==> src/rtl/arm_pkg.sv <==
// Shared ARM-subset definitions: condition codes, NZCV flag bit positions
// and FlagW bit meanings used by the execute stage.
package arm_pkg;

  typedef enum logic [3:0] {
    COND_EQ = 4'b0000,
    COND_NE = 4'b0001,
    COND_CS = 4'b0010,
    COND_CC = 4'b0011,
    COND_MI = 4'b0100,
    COND_PL = 4'b0101,
    COND_VS = 4'b0110,
    COND_VC = 4'b0111,
    COND_HI = 4'b1000,
    COND_LS = 4'b1001,
    COND_GE = 4'b1010,
    COND_LT = 4'b1011,
    COND_GT = 4'b1100,
    COND_LE = 4'b1101,
    COND_AL = 4'b1110,
    COND_NV = 4'b1111
  } cond_e;

  localparam int FLAG_N = 3;
  localparam int FLAG_Z = 2;
  localparam int FLAG_C = 1;
  localparam int FLAG_V = 0;

  // FlagW[FLAGW_NZ] updates N,Z; FlagW[FLAGW_CV] updates C,V.
  localparam int FLAGW_NZ = 1;
  localparam int FLAGW_CV = 0;

endpackage

==> src/rtl/cond_exec_stage_if.sv <==
// Decoder-to-execute control bundle plus the gated execute-stage outputs.
// Handshake: in_valid qualifies the decoder fields on a rising edge; stall
// holds the stage, flush turns the incoming slot into a bubble.
interface cond_exec_if;
  logic       in_valid;
  logic       stall;
  logic       flush;
  logic [3:0] Cond;
  logic       PCS;
  logic       RegW;
  logic       MemW;
  logic       NoWrite;
  logic       Shift;
  logic [1:0] FlagW;
  logic [3:0] ALUFlags;
  logic       ShiftCarry;
  logic       PCSrc;
  logic       RegWrite;
  logic       MemWrite;
  logic       CondEx;
  logic [3:0] Flags;

  modport master (
    output in_valid, stall, flush, Cond, PCS, RegW, MemW, NoWrite, Shift,
           FlagW, ALUFlags, ShiftCarry,
    input  PCSrc, RegWrite, MemWrite, CondEx, Flags
  );

  modport slave (
    input  in_valid, stall, flush, Cond, PCS, RegW, MemW, NoWrite, Shift,
           FlagW, ALUFlags, ShiftCarry,
    output PCSrc, RegWrite, MemWrite, CondEx, Flags
  );
endinterface

==> src/rtl/cond_exec_stage_cond_check.sv <==
// Combinational ARM condition-field evaluator against the NZCV flags.
module cond_check
  import arm_pkg::*;
(
  input  logic [3:0] Cond,
  input  logic [3:0] Flags,
  output logic       condpass
);
  logic n, z, c, v;

  assign n = Flags[FLAG_N];
  assign z = Flags[FLAG_Z];
  assign c = Flags[FLAG_C];
  assign v = Flags[FLAG_V];

  always_comb begin
    condpass = 1'b0;
    case (cond_e'(Cond))
      COND_EQ: condpass = z;
      COND_NE: condpass = ~z;
      COND_CS: condpass = c;
      COND_CC: condpass = ~c;
      COND_MI: condpass = n;
      COND_PL: condpass = ~n;
      COND_VS: condpass = v;
      COND_VC: condpass = ~v;
      COND_HI: condpass = c & ~z;
      COND_LS: condpass = ~c | z;
      COND_GE: condpass = (n == v);
      COND_LT: condpass = (n != v);
      COND_GT: condpass = ~z & (n == v);
      COND_LE: condpass = z | (n != v);
      COND_AL: condpass = 1'b1;
      default: condpass = 1'b0;
    endcase
  end
endmodule

==> src/rtl/cond_exec_stage.sv <==
// Execute-stage pipeline register, NZCV flag register, condition gating of
// write-enables/PC source, and retired/squashed instruction counters.
module cond_exec_stage
  import arm_pkg::*;
#(
  parameter int CNT_W = 16
) (
  input  logic             clk,
  input  logic             reset_n,
  cond_exec_if.slave       bus,
  output logic [CNT_W-1:0] retired_cnt,
  output logic [CNT_W-1:0] squashed_cnt
);
  logic       valid_e;
  logic [3:0] cond_e_q;
  logic       pcs_e, regw_e, memw_e, nowrite_e, shift_e;
  logic [1:0] flagw_e;
  logic [3:0] flags_q;
  logic       condpass;
  logic       cond_ex;
  logic       retire;

  cond_check u_cond_check (
    .Cond     (cond_e_q),
    .Flags    (flags_q),
    .condpass (condpass)
  );

  assign cond_ex      = valid_e & condpass;
  assign retire       = valid_e & ~bus.stall;
  assign bus.CondEx   = cond_ex;
  assign bus.PCSrc    = cond_ex & pcs_e;
  assign bus.RegWrite = cond_ex & regw_e & ~nowrite_e;
  assign bus.MemWrite = cond_ex & memw_e;
  assign bus.Flags    = flags_q;

  // Flush only clears the valid bit; the payload is don't-care when empty.
  always_ff @(posedge clk or negedge reset_n) begin
    if (!reset_n) begin
      valid_e   <= 1'b0;
      cond_e_q  <= 4'b0000;
      pcs_e     <= 1'b0;
      regw_e    <= 1'b0;
      memw_e    <= 1'b0;
      nowrite_e <= 1'b0;
      shift_e   <= 1'b0;
      flagw_e   <= 2'b00;
    end else if (bus.flush) begin
      valid_e <= 1'b0;
    end else if (!bus.stall) begin
      valid_e   <= bus.in_valid;
      cond_e_q  <= bus.Cond;
      pcs_e     <= bus.PCS;
      regw_e    <= bus.RegW;
      memw_e    <= bus.MemW;
      nowrite_e <= bus.NoWrite;
      shift_e   <= bus.Shift;
      flagw_e   <= bus.FlagW;
    end
  end

  // A flag-setting shift takes C from the shifter and leaves V alone,
  // overriding whatever FlagW says about C,V.
  always_ff @(posedge clk or negedge reset_n) begin
    if (!reset_n) begin
      flags_q <= 4'b0000;
    end else if (retire && cond_ex) begin
      if (flagw_e[FLAGW_NZ]) begin
        flags_q[FLAG_N] <= bus.ALUFlags[FLAG_N];
        flags_q[FLAG_Z] <= bus.ALUFlags[FLAG_Z];
      end
      if (shift_e && flagw_e[FLAGW_NZ]) begin
        flags_q[FLAG_C] <= bus.ShiftCarry;
      end else if (flagw_e[FLAGW_CV]) begin
        flags_q[FLAG_C] <= bus.ALUFlags[FLAG_C];
        flags_q[FLAG_V] <= bus.ALUFlags[FLAG_V];
      end
    end
  end

  always_ff @(posedge clk or negedge reset_n) begin
    if (!reset_n) begin
      retired_cnt  <= '0;
      squashed_cnt <= '0;
    end else if (retire) begin
      if (cond_ex) retired_cnt  <= retired_cnt + 1'b1;
      else         squashed_cnt <= squashed_cnt + 1'b1;
    end
  end
endmodule

==> src/flat_wrapper.sv <==
// flat-port wrapper written by rule: the top's interface ports become plain ports
module cond_exec_stage_flat import arm_pkg::*;
#(
  parameter int CNT_W = 16
)
  (clk, reset_n, retired_cnt, squashed_cnt, bus_in_valid, bus_stall, bus_flush, bus_Cond, bus_PCS, bus_RegW, bus_MemW, bus_NoWrite, bus_Shift, bus_FlagW, bus_ALUFlags, bus_ShiftCarry, bus_PCSrc, bus_RegWrite, bus_MemWrite, bus_CondEx, bus_Flags);
  cond_exec_if bus_i ();
  input  logic clk;
  input  logic reset_n;
  output logic [CNT_W-1:0] retired_cnt;
  output logic [CNT_W-1:0] squashed_cnt;
  input wire logic [$bits(bus_i.in_valid)-1:0] bus_in_valid;
  input wire logic [$bits(bus_i.stall)-1:0] bus_stall;
  input wire logic [$bits(bus_i.flush)-1:0] bus_flush;
  input wire logic [$bits(bus_i.Cond)-1:0] bus_Cond;
  input wire logic [$bits(bus_i.PCS)-1:0] bus_PCS;
  input wire logic [$bits(bus_i.RegW)-1:0] bus_RegW;
  input wire logic [$bits(bus_i.MemW)-1:0] bus_MemW;
  input wire logic [$bits(bus_i.NoWrite)-1:0] bus_NoWrite;
  input wire logic [$bits(bus_i.Shift)-1:0] bus_Shift;
  input wire logic [$bits(bus_i.FlagW)-1:0] bus_FlagW;
  input wire logic [$bits(bus_i.ALUFlags)-1:0] bus_ALUFlags;
  input wire logic [$bits(bus_i.ShiftCarry)-1:0] bus_ShiftCarry;
  output wire logic [$bits(bus_i.PCSrc)-1:0] bus_PCSrc;
  output wire logic [$bits(bus_i.RegWrite)-1:0] bus_RegWrite;
  output wire logic [$bits(bus_i.MemWrite)-1:0] bus_MemWrite;
  output wire logic [$bits(bus_i.CondEx)-1:0] bus_CondEx;
  output wire logic [$bits(bus_i.Flags)-1:0] bus_Flags;
  assign bus_i.in_valid = bus_in_valid;
  assign bus_i.stall = bus_stall;
  assign bus_i.flush = bus_flush;
  assign bus_i.Cond = bus_Cond;
  assign bus_i.PCS = bus_PCS;
  assign bus_i.RegW = bus_RegW;
  assign bus_i.MemW = bus_MemW;
  assign bus_i.NoWrite = bus_NoWrite;
  assign bus_i.Shift = bus_Shift;
  assign bus_i.FlagW = bus_FlagW;
  assign bus_i.ALUFlags = bus_ALUFlags;
  assign bus_i.ShiftCarry = bus_ShiftCarry;
  assign bus_PCSrc = bus_i.PCSrc;
  assign bus_RegWrite = bus_i.RegWrite;
  assign bus_MemWrite = bus_i.MemWrite;
  assign bus_CondEx = bus_i.CondEx;
  assign bus_Flags = bus_i.Flags;
  cond_exec_stage #(.CNT_W(CNT_W)) u_core (.clk(clk), .reset_n(reset_n), .bus(bus_i), .retired_cnt(retired_cnt), .squashed_cnt(squashed_cnt));
endmodule
==> config.mk <==
export PLATFORM = sky130hd
export DESIGN_NAME = cond_exec_stage_flat
export DESIGN_NICKNAME = d
export VERILOG_FILES = /design/src/rtl/arm_pkg.sv /design/src/rtl/cond_exec_stage_if.sv /design/src/rtl/cond_exec_stage_cond_check.sv /design/src/rtl/cond_exec_stage.sv /design/src/flat_wrapper.sv
export SDC_FILE = /design/constraint.sdc
export NUM_CORES = 1
export LEC_CHECK = 0
export CORE_MARGIN = 3
export CORE_UTILIZATION = 56
export CTS_CLUSTER_SIZE = 16
export DETAILED_ROUTE_END_ITERATION = 10
export DONT_BUFFER_PORTS = 1
export GPL_TIMING_DRIVEN = 0
export PLACE_DENSITY_LB_ADDON = 0.08
export SLEW_MARGIN = 20
export SYNTH_ARGS = -nofsm -noshare
export SYNTH_HDL_FRONTEND = slang
export SYNTH_HIERARCHICAL = 1
export SYNTH_SLANG_ARGS = --single-unit
==> constraint.sdc <==
create_clock -name clk -period 2.34 [get_ports clk]
set_input_delay 0.585 -clock clk [delete_from_list [all_inputs] [get_ports clk]]
set_output_delay 0.585 -clock clk [all_outputs]
set_load 0.01 [all_outputs]
==> impl_metrics.csv, run 1 <==
group,metric,value,unit
clock_network,cts_root_buf,"clkbuf_8",
floorplan,die_h,69.91,µm
run_status,violations,"negative setup slack",
synth,yosysMostFrequentCell,"dfrtp_1",
global_route,grt_overflow_total,0,
synth,async_flop_share,100.0,%
clock_network,cts-buffers-inserted,5,
finish,inserted_diodes,0,
sta,fmax,361.7,MHz
synth,synth_area,2287,µm²
setup_path,setup.worst_path.class,"register to primary output",
drt,routed_wire_length_per_instance,18.46,µm
synth,synth_top_area_share,52.52,%
synth,synthDominantAreaCellType,"dfrtp_1",
floorplan,core.rowCount,22,
floorplan,fp.coreArea,3799,µm²
drt,firstDrtPassIters,4,
drt,number_of_antenna_violating_nets_in_the_routed_design,0,
synth,yosys.area_share.xor_xnor,12.58,%
setup_path,r2r-start,"u_core/bus.Flags[0]",
sta,timing.max_slew.rel_slack,77.82,%
clock_network,clk-insertion-delay-late,0.29,ns
place,port_buffers,0,
place,place_hpwl,3229,µm
drt,remaining_drc_errors,0,
sta,tightestPinTransition,0.3296,ns
global_route,largest_net_degree_at_the_start_of_global_routing,49,
clock_network,clock_sinks,48,
synth,synth_area_per_cell,11.73,µm²
drt,via_per_inst,5.961,
synth,synth_enable_flop_cells,0,
clock_network,clkTransAtPathRegs,0.08,ns
setup_path,crit_path_cell_trace,"xnor2_4 > o22ai_2 > a211o_1 > a211o_4 > and2_4 > and3b_2",
synth,synth_top_family_by_area,"simple AND/OR/NAND/NOR gates",
drt,vias,1520,
synth,yosys_warnings,6,
setup_path,cp-end-kind,"primary output",
synth,synthTopCellsByArea,"dfrtp_1 53%, xnor2_1 8.0%, mux2_2 7.9%, xor2_1 3.8%, nand3_1 3.3%",
global_route,antenna_found_initial,0,
synth,synth_fp_nets,218,
synth,yosys-mux-area-fraction,8.972,%
power_and_ir_drop,fin_total_pwr,2.362,mW
floorplan,die_w,69.91,µm
sta,finalHoldViolCount,0,
drt,wire_length_reported_by_the_detailed_router,4708,µm
power_and_ir_drop,power.share.clock,27.0,%
sta,clock_skew,0.007710,ns
power_and_ir_drop,power.share.combinational,22.2,%
flow_run,cap_violations,0,
floorplan,die-area,4887,µm²
global_route,via_count_of_the_first_global_routing_pass,1645,
power_and_ir_drop,pwr_density_cell,867.1,nW/µm²
power_and_ir_drop,seq_power_share,50.8,%
power_and_ir_drop,p_int,1.630,mW
clock_network,cts_tree,"yes",
setup_path,slowest_delay,0.51,ns
setup_path,critical_path.startpoint,"u_core/bus.Flags[0]",
power_and_ir_drop,power_leakage,1.244,nW
drt,dr.first_iter.drc_count,89,
setup_path,worst_path_max_delay_cell,"dfrtp_2",
finish,n_fill_cell,282,
sta,grt_setup_unrepaired,"true",
sta,post-route-min-period,2.765,ns
finish,area_growth,19.09,%
synth,synth_simple_gate_area_share,19.04,%
synth,yosysUniqueCellTypes,40,
synth,adder_cell_share_of_the_synthesized_area,1.094,%
power_and_ir_drop,switching_power_total,731.7,µW
synth,ys_ff_latch,48,
global_route,grt_pass1_wl,7734,µm
power_and_ir_drop,vdd_ir_drop_max,0.0006399,V
setup_path,cp_max_fanout,6,
clock_network,number_of_h_tree_branching_levels,2,
power_and_ir_drop,power.share.switching,30.98,%
floorplan,ioPinCount,61,
global_route,grt_util_all_layers,19.65,%
clock_network,cts_buffer_depth,2,
sta,post-route-period-util,118.2,%
synth,synth_sequential_area_ratio,52.52,%
sta,setup_viol_count_final,19,
place,gpl.final_weighted_congestion,0.8365,
finish,final_net_count,229,
synth,top_post_synthesis_cells_by_count,"48 x dfrtp_1, 21 x xnor2_1, 16 x mux2_2, 15 x nand3_1",
finish,fraction_of_layout_instances_using_a_drive_strength_above_1,33.33,%
run_status,status,"complete, but fails checks",
setup_path,crit_path_start_kind,"register",
synth,synth_compound_gate_area_share,4.103,%
place,placed_instances,243,
floorplan,start_util,60.21,%
synth,gate_count_after_technology_mapping,195,
sta,maxSlewViolCount,0,
setup_path,worst-endpoint-required,1.75,ns
min_path,worstHoldPathType,"input pin to asynchronous set/reset pin",
sta,fin_ws,-0.4250,ns
setup_path,crit_path_dat,2.18,ns
finish,final_cell_count_without_fillers,255,
synth,synth_ff_type,"dfrtp_1",
==> power by group through the flow <==
stage          Sequential (mW)  Clock [mW]  Combinational, mW
6_report                  1.20       0.637              0.525
5_1_grt                   1.23       0.699              0.572
4_1_cts                   1.16       0.654              0.438
3_5_place_dp              1.18           0              0.370
3_3_place_gp              1.17           0              0.351
2_1_floorplan             1.12           0              0.319
==> critical path: cells and delay by family (launching register included) <==
family / cells / cell delay, ns
flip-flops: 1 / 0.51
AO/OA/AOI/OAI: 3 / 0.74
XOR/XNOR: 1 / 0.24
AND/OR/NAND/NOR: 2 / 0.39
==> state kept, by name, summed over array words and instances (netlist names) <==
signal and count:
u_core/retired_cnt 16, u_core/squashed_cnt 16, u_core/bus.Flags 4, u_core/cond_e_q 4, u_core/flagw_e 2, u_core/memw_e 1, u_core/nowrite_e 1, u_core/pcs_e 1
u_core/regw_e 1, u_core/shift_e 1, u_core/valid_e 1
==> layout make-up <==
type | count | area, µm² | share of cell area (%)
Multi-Input combinational cell | 139 | 1224 | 44.92
Timing Repair Buffer | 7 | 80.08 | 2.940
Sequential cell | 48 | 1209 | 44.37
Clock inverter | 1 | 30.03 | 1.102
Inverter | 2 | 7.507 | 0.2756
Buffer | 3 | 17.52 | 0.6431
Tap cell | 48 | 60.06 | 2.205
Clock buffer | 7 | 96.34 | 3.537
==> stage by stage <==
| step | hold WS (ns) | worst slack, ns | util (%) | instance area (µm²) | TNS [ns] |
|---|---|---|---|---|---|
| after floorplan | 0.2894 | -0.01019 | - | 2293 | -0.01875 |
| after global placement | 0.2905 | -0.2127 | 61.96 | 2354 | -2.548 |
| after detailed placement | 0.2906 | -0.2595 | 61.96 | 2354 | -3.539 |
| after CTS | 0.1285 | -0.4035 | 68.08 | 2586 | -4.786 |
| after global routing | 0.1193 | -0.4934 | 71.71 | 2724 | -6.767 |
| final | 0.1249 | -0.4250 | 71.71 | 2724 | -4.734 |
==> final timing paths <==
path / slack, ns / cells past startpoint / endpoint
max: -0.42 / 6 / bus_RegWrite
min: 0.12 / 1 / u_core/cond_e_q[0]
max reg2reg: -0.33 / 9 / u_core/squashed_cnt[13]
min reg2reg: 0.51 / 1 / u_core/nowrite_e
max in group asynchronous: 2.00 / 1 / u_core/bus.Flags[1]
min in group clk: 0.35 / 1 / u_core/valid_e
==> per-layer routing <==
layer / vias up / wire [µm] / global-route usage, %
li1: 707 / - / -
met1: 766 / 1876 / 22.47
met2: 41 / 2467 / 33.47
met3: 6 / 321 / 8.058
met4: 0 / 43 / 6.170
met5: - / 0 / 0
==> cell families (layout without fill, tap and decap cells) <==
group	after synthesis	count (layout)
adders and majority gates	2	2
xor gates and xnor gates	32	32
buffers and inverters	8	20
AOI/OAI and AO/OA	14	14
and+or+nand+nor	73	73
DFF	48	48
muxes	18	18
==> placed cells by master, fill, tap and decap left out, types with 3 or more instances in the layout <==
| master | count |
|---|---|
| dfrtp_1 | 42 |
| a21oi_1 | 5 |
| and3_4 | 3 |
| and3_1 | 6 |
| clkbuf_8 | 7 |
| nand2b_1 | 3 |
| mux2_4 | 4 |
| xor2_1 | 10 |
| mux2_2 | 13 |
| nand2_1 | 9 |
| nor2_1 | 7 |
| nand4_1 | 7 |
| dfrtp_2 | 6 |
| xnor2_1 | 19 |
| nand3_1 | 13 |
| buf_4 | 5 |
==> repair_timing <==
action / CTS / global route
gates resized for setup: 13 / 26
buffers inserted: 3 / 3
hold endpoints to repair: 48 / 0
setup endpoints to repair: 26 / 29
pin swaps: 9 / 13
hold buffers: 1 / 0
Power figures use the tool's default switching activity.
==> run 2, diff against run 1 <==
--- a/config.mk
+++ b/config.mk
@@ -6,11 +6,12 @@
 export NUM_CORES = 1
 export LEC_CHECK = 0
 export CORE_MARGIN = 3
-export CORE_UTILIZATION = 56
+export CORE_UTILIZATION = 38
 export CTS_CLUSTER_SIZE = 16
 export DETAILED_ROUTE_END_ITERATION = 10
 export DONT_BUFFER_PORTS = 1
 export GPL_TIMING_DRIVEN = 0
+export HOLD_SLACK_MARGIN = 0.03
 export PLACE_DENSITY_LB_ADDON = 0.08
 export SLEW_MARGIN = 20
 export SYNTH_ARGS = -nofsm -noshare
==> impl_metrics.csv, run 2 (same netlist as run 1, synthesis figures left out) <==
group,metric,value,unit
floorplan,die-area,6986,µm²
finish,final_cell_count_without_fillers,286,
sta,clock_skew,0.004101,ns
place,place_ws,-0.3366,ns
sta,post-route-min-period,2.735,ns
setup_path,crit_path_start_kind,"register",
min_path,worstHoldPathType,"input pin to asynchronous set/reset pin",
clock_network,clk-insertion-delay-late,0.29,ns
floorplan,ioPinCount,61,
drt,routed_wire_length_per_instance,18.54,µm
clock_network,cts-buffers-inserted,5,
setup_path,r2r.worst_path.cells,9,
drt,wire_length_reported_by_the_detailed_router,5303,µm
setup_path,critical_path.startpoint,"u_core/bus.Flags[0]",
floorplan,die_w,83.58,µm
sta,finalHoldViolCount,0,
flow_run,cap_violations,0,
setup_path,cp_max_fanout,6,
run_status,status,"complete, but fails checks",
floorplan,core.rowCount,27,
sta,fin_ws,-0.3949,ns
drt,via_per_inst,5.577,
sta,fin_tns_setup,-5.052,ns
floorplan,fp.coreArea,5675,µm²
finish,area_growth,20.68,%
sta,setup_viol_count_final,27,
power_and_ir_drop,vdd_ir_drop_max,0.0004030,V
sta,post-route-period-util,116.9,%
place,placed_instances,267,
finish,finish.utilization,48.63,%
setup_path,worst-endpoint-required,1.75,ns
finish,fraction_of_layout_instances_using_a_drive_strength_above_1,35.51,%
finish,inserted_diodes,0,
global_route,grt_pass1_wl,8611,µm
clock_network,cts_tree,"yes",
setup_path,timing.critical_path.to,"bus_RegWrite",
clock_network,clock_sinks,48,
power_and_ir_drop,pwr_density_cell,809.6,nW/µm²
place,gpl.final_weighted_congestion,0.7357,
setup_path,timing.reg2reg.setup_slack,-0.35,ns
sta,maxSlewViolCount,0,
drt,dr.first_iter.drc_count,69,
sta,tightestPinTransition,0.3518,ns
floorplan,die_h,83.58,µm
place,port_buffers,0,
clock_network,number_of_h_tree_branching_levels,2,
global_route,antenna_found_initial,0,
clock_network,cts_buffer_depth,2,
setup_path,r2r-start,"u_core/bus.Flags[0]",
finish,final_net_count,236,
power_and_ir_drop,power_leakage,1.239,nW
sta,timing.max_slew.rel_slack,76.54,%
drt,firstDrtPassIters,4,
sta,fmax,365.6,MHz
floorplan,start_util,40.30,%
finish,layout_commonest_cell,"dfrtp_1",
global_route,via_count_of_the_first_global_routing_pass,1695,
setup_path,setup.worst_path.class,"register to primary output",
clock_network,cts_root_buf,"clkbuf_8",
setup_path,crit_path_dat,2.15,ns
sta,grt_setup_unrepaired,"true",
drt,remaining_drc_errors,0,
finish,layout_common_cells,"41 x dfrtp_1, 21 x xnor2_1, 14 x mux2_2, 12 x nand3_1, 10 x buf_4",
sta,worst_case_hold_slack,0.1340,ns
clock_network,clkTransAtPathRegs,0.09,ns
setup_path,cp-end-kind,"primary output",
place,place_hpwl,3578,µm
setup_path,reg2reg_to,"u_core/squashed_cnt[13]",
global_route,largest_net_degree_at_the_start_of_global_routing,49,
drt,number_of_antenna_violating_nets_in_the_routed_design,0,
run_status,violations,"negative setup slack",
finish,biggest_registers_after_layout,"u_core/retired_cnt x16, u_core/squashed_cnt x16",
global_route,grt_util_all_layers,15.17,%
global_route,grt_overflow_total,0,
drt,vias,1595,
-- run 2: what timing repair did --
| action | CTS | global route |
|---|---|---|
| gates resized for setup | 19 | 20 |
| pin swaps | 14 | 11 |
| hold endpoints to repair | 48 | 0 |
| hold buffers | 1 | 0 |
| setup buffers | 5 | 8 |
| setup endpoints to repair | 34 | 37 |
-- run 2: layer usage --
metal | vias to the layer above | share of wire (%) | track usage, %
met4 | 0 | 1.4 | 4.532
met3 | 9 | 5.8 | 4.541
met5 | - | 0 | 0
li1 | 726 | - | -
met1 | 810 | 39 | 17.49
met2 | 50 | 53 | 26.97
-- run 2: worst max-delay path: stages (launching register included) --
cell and delay, ns:
dfrtp_2 0.51, xnor2_4 0.23, o22ai_1 0.10, a211o_1 0.28
a211o_4 0.36, and2_4 0.16, and3b_2 0.22
-- run 2: how the worst min path moves through the flow --
| stage | start | endpoint | slack [ns] | cells after the start |
|---|---|---|---|---|
| 6_report | reset_n | u_core/retired_cnt[14] | 0.13 | 1 |
| 5_1_grt | reset_n | u_core/retired_cnt[15] | 0.13 | 1 |
| 4_1_cts | reset_n | u_core/retired_cnt[15] | 0.13 | 1 |
| 3_5_place_dp | reset_n | u_core/cond_e_q[1] | 0.29 | 0 |
| 3_3_place_gp | reset_n | u_core/cond_e_q[0] | 0.29 | 0 |
| 2_1_floorplan | reset_n | u_core/bus.Flags[0] | 0.29 | 0 |
-- run 2: layout make-up --
class / count / area (µm²)
fill: 505 / 2915
multi-input combinational: 139 / 1211
sequential: 48 / 1210
timing repair buffer: 14 / 142.6
tap: 72 / 90.09
clock buffer: 7 / 76.32
buffer: 3 / 17.52
inverter: 2 / 7.507
clock inverter: 1 / 5.005
-- run 2: where the power goes --
part	switching (mW)	internal (mW)	total [mW]	leakage, nW
Combinational	0.241	0.326	0.567	0.574
Clock	0.264	0.210	0.474	0.0422
Sequential	0.243	0.951	1.19	0.622
Total	0.747	1.49	2.23	1.24
-- run 2: through the flow --
step                total power, mW  area (µm²)
finish                        2.234        2760
global route                  2.383        2760
global placement              1.527        2384
floorplan                     1.441        2293
detailed placement            1.556        2384
CTS                           2.143        2611
==> run 3, diff against run 2 <==
--- a/config.mk
+++ b/config.mk
@@ -5,6 +5,8 @@
 export SDC_FILE = /design/constraint.sdc
 export NUM_CORES = 1
 export LEC_CHECK = 0
+export ABC_CLOCK_PERIOD_IN_PS = 3000
+export CORE_ASPECT_RATIO = 0.5
 export CORE_MARGIN = 3
 export CORE_UTILIZATION = 38
 export CTS_CLUSTER_SIZE = 16
==> constraint.sdc (replaced) <==
create_clock -name clk -period 3 [get_ports clk]
set_input_delay 0.75 -clock clk [delete_from_list [all_inputs] [get_ports clk]]
set_output_delay 0.75 -clock clk [all_outputs]
set_load 0.01 [all_outputs]
==> impl_metrics.csv, run 3 (same netlist as run 1, synthesis figures left out) <==
group,metric,value,unit
floorplan,start_util,40.42,%
sta,finalHoldViolCount,0,
clock_network,cts_buffer_depth,2,
finish,biggest_registers_after_layout,"u_core/retired_cnt x16, u_core/squashed_cnt x16",
drt,wire_length_reported_by_the_detailed_router,4649,µm
floorplan,core.rowCount,19,
clock_network,cts_hold_buf,0,
finish,layout_commonest_cell,"dfrtp_1",
floorplan,die-area,7042,µm²
drt,dr.first_iter.drc_count,98,
clock_network,number_of_h_tree_branching_levels,2,
power_and_ir_drop,pwr_density_cell,690.3,nW/µm²
place,placedInstanceArea,2379,µm²
sta,grt_setup_unrepaired,"false",
place,gpl.final_weighted_congestion,0.7851,
setup_path,crit_path_start_kind,"register",
clock_network,cts_root_buf,"clkbuf_16",
global_route,largest_net_degree_at_the_start_of_global_routing,49,
sta,setup_viol_count_final,0,
sta,worst_case_hold_slack,0.1585,ns
finish,finish.instance_area,2532,µm²
floorplan,die_w,115.7,µm
global_route,grt_pass1_wl,7521,µm
sta,fmax,347.5,MHz
sta,clock_skew,0.003525,ns
setup_path,crit_path_dat,2.13,ns
setup_path,cp_max_fanout,8,
setup_path,crit_path_cell_trace,"xnor2_2 > o22ai_1 > a211o_1 > a211o_2 > and2_4 > and3b_1",
clock_network,cts_tree,"yes",
floorplan,fp.coreArea,5658,µm²
finish,layout_common_cells,"45 x dfrtp_1, 21 x xnor2_1, 16 x mux2_2, 15 x nand3_1",
min_path,worstHoldPathType,"input pin to asynchronous set/reset pin",
drt,remaining_drc_errors,0,
global_route,grt_util_all_layers,14.06,%
place,place_hpwl,3318,µm
setup_path,cp-end-kind,"primary output",
place,port_buffers,0,
floorplan,ioPinCount,61,
power_and_ir_drop,vdd_ir_drop_max,0.0001847,V
clock_network,clkTransAtPathRegs,0.06,ns
finish,fraction_of_layout_instances_using_a_drive_strength_above_1,19.21,%
clock_network,clk-insertion-delay-late,0.28,ns
drt,firstDrtPassIters,4,
power_and_ir_drop,power_leakage,1.129,nW
clock_network,cts-buffers-inserted,5,
drt,via_per_inst,5.471,
setup_path,worst-endpoint-required,2.25,ns
setup_path,setup.worst_path.class,"register to primary output",
floorplan,die_h,60.86,µm
clock_network,clock_sinks,48,
sta,timing.max_slew.rel_slack,59.44,%
sta,fin_tns_setup,0,ns
setup_path,worst_path_max_delay_cell,"dfrtp_2",
finish,inserted_diodes,0,
sta,tightestPinTransition,0.6028,ns
run_status,status,"finished clean",
sta,post-route-min-period,2.878,ns
drt,vias,1510,
flow_run,cap_violations,0,
setup_path,r2r.worst_path.cells,8,
global_route,grt_overflow_total,0,
sta,maxSlewViolCount,0,
sta,post-route-period-util,95.93,%
global_route,antenna_found_initial,0,
drt,number_of_antenna_violating_nets_in_the_routed_design,0,
finish,area_growth,10.72,%
finish,final_net_count,225,
drt,routed_wire_length_per_instance,16.84,µm
clock_network,post_cts.repair.setup_buffers,0,
global_route,via_count_of_the_first_global_routing_pass,1528,
setup_path,slowest_delay,0.47,ns
==> run 3: cell types whose count changed in the layout (fill, tap and decap cells not counted), moves of 3 or more <==
cell	previous run	this run
nand3_1	12	15
dfrtp_2	7	3
clkbuf_8	5	1
nor3_1	0	3
dfrtp_1	41	45
clkbuf_16	0	5
buf_4	10	1
nand3_2	3	0
==> run 3: report_power, final <==
part / internal, mW / leakage (nW) / switching (mW) / total, mW
clock network: 0.333 / 0.0712 / 0.226 / 0.559
logic: 0.163 / 0.432 / 0.123 / 0.286
registers: 0.740 / 0.627 / 0.164 / 0.904
total: 1.23 / 1.13 / 0.513 / 1.75
==> run 3: area by class of cell <==
type	instances	area, µm²
clock buffer	8	146.4
fill	547	3126
sequential	48	1205
inverter	2	7.507
tap	73	91.34
multi-input combinational	139	1051
buffer	6	31.28
==> run 3: metal layers <==
metal  vias to the layer above  GRT usage (%)  part of all wire, %
met3                         7          6.076                  7.2
li1                        704              -                    -
met4                         0          4.463                 0.95
met2                        42          22.12                   45
met5                         -              0                    0
met1                       757          17.85                   46
==> run 3: worst paths after layout <==
| path | from | to | slack [ns] |
|---|---|---|---|
| worst max-delay path | u_core/bus.Flags[0] | bus_RegWrite | 0.12 |
| min in group clk | u_core/nowrite_e | u_core/nowrite_e | 0.50 |
| max in group asynchronous | reset_n | u_core/retired_cnt[6] | 2.72 |
| worst min-delay path | reset_n | u_core/retired_cnt[12] | 0.16 |
| worst min register to register | u_core/nowrite_e | u_core/nowrite_e | 0.50 |
| worst max register to register | u_core/bus.Flags[0] | u_core/squashed_cnt[13] | 0.35 |
==> run 3: worst max-delay path: cells and delay by family (launching register included) <==
kind / cells / cell delay [ns]
compound gates: 3 / 0.78
simple gates: 2 / 0.37
flops: 1 / 0.47
xor+xnor: 1 / 0.21
==> run 3: repair_timing <==
item                                   4_1_cts  5_1_grt
pin swaps                                    0        1
resized for setup                            3        2
setup endpoints to repair                    1        1
endpoints found under the hold margin        0        0
gates cloned                                 0        0
==> run 3: stage by stage <==
stage / power, mW / setup WS [ns] / utilization [%] / cells
6_report: 1.748 / 0.1221 / 44.76 / 276
5_1_grt: 1.854 / 0.01249 / 44.76 / 276
4_1_cts: 1.785 / 0.008352 / 44.69 / 276
3_5_place_dp: 1.200 / 0.2651 / 42.04 / 268
3_3_place_gp: 1.191 / 0.2732 / 42.04 / 268
2_1_floorplan: 1.120 / 0.4735 / - / 195
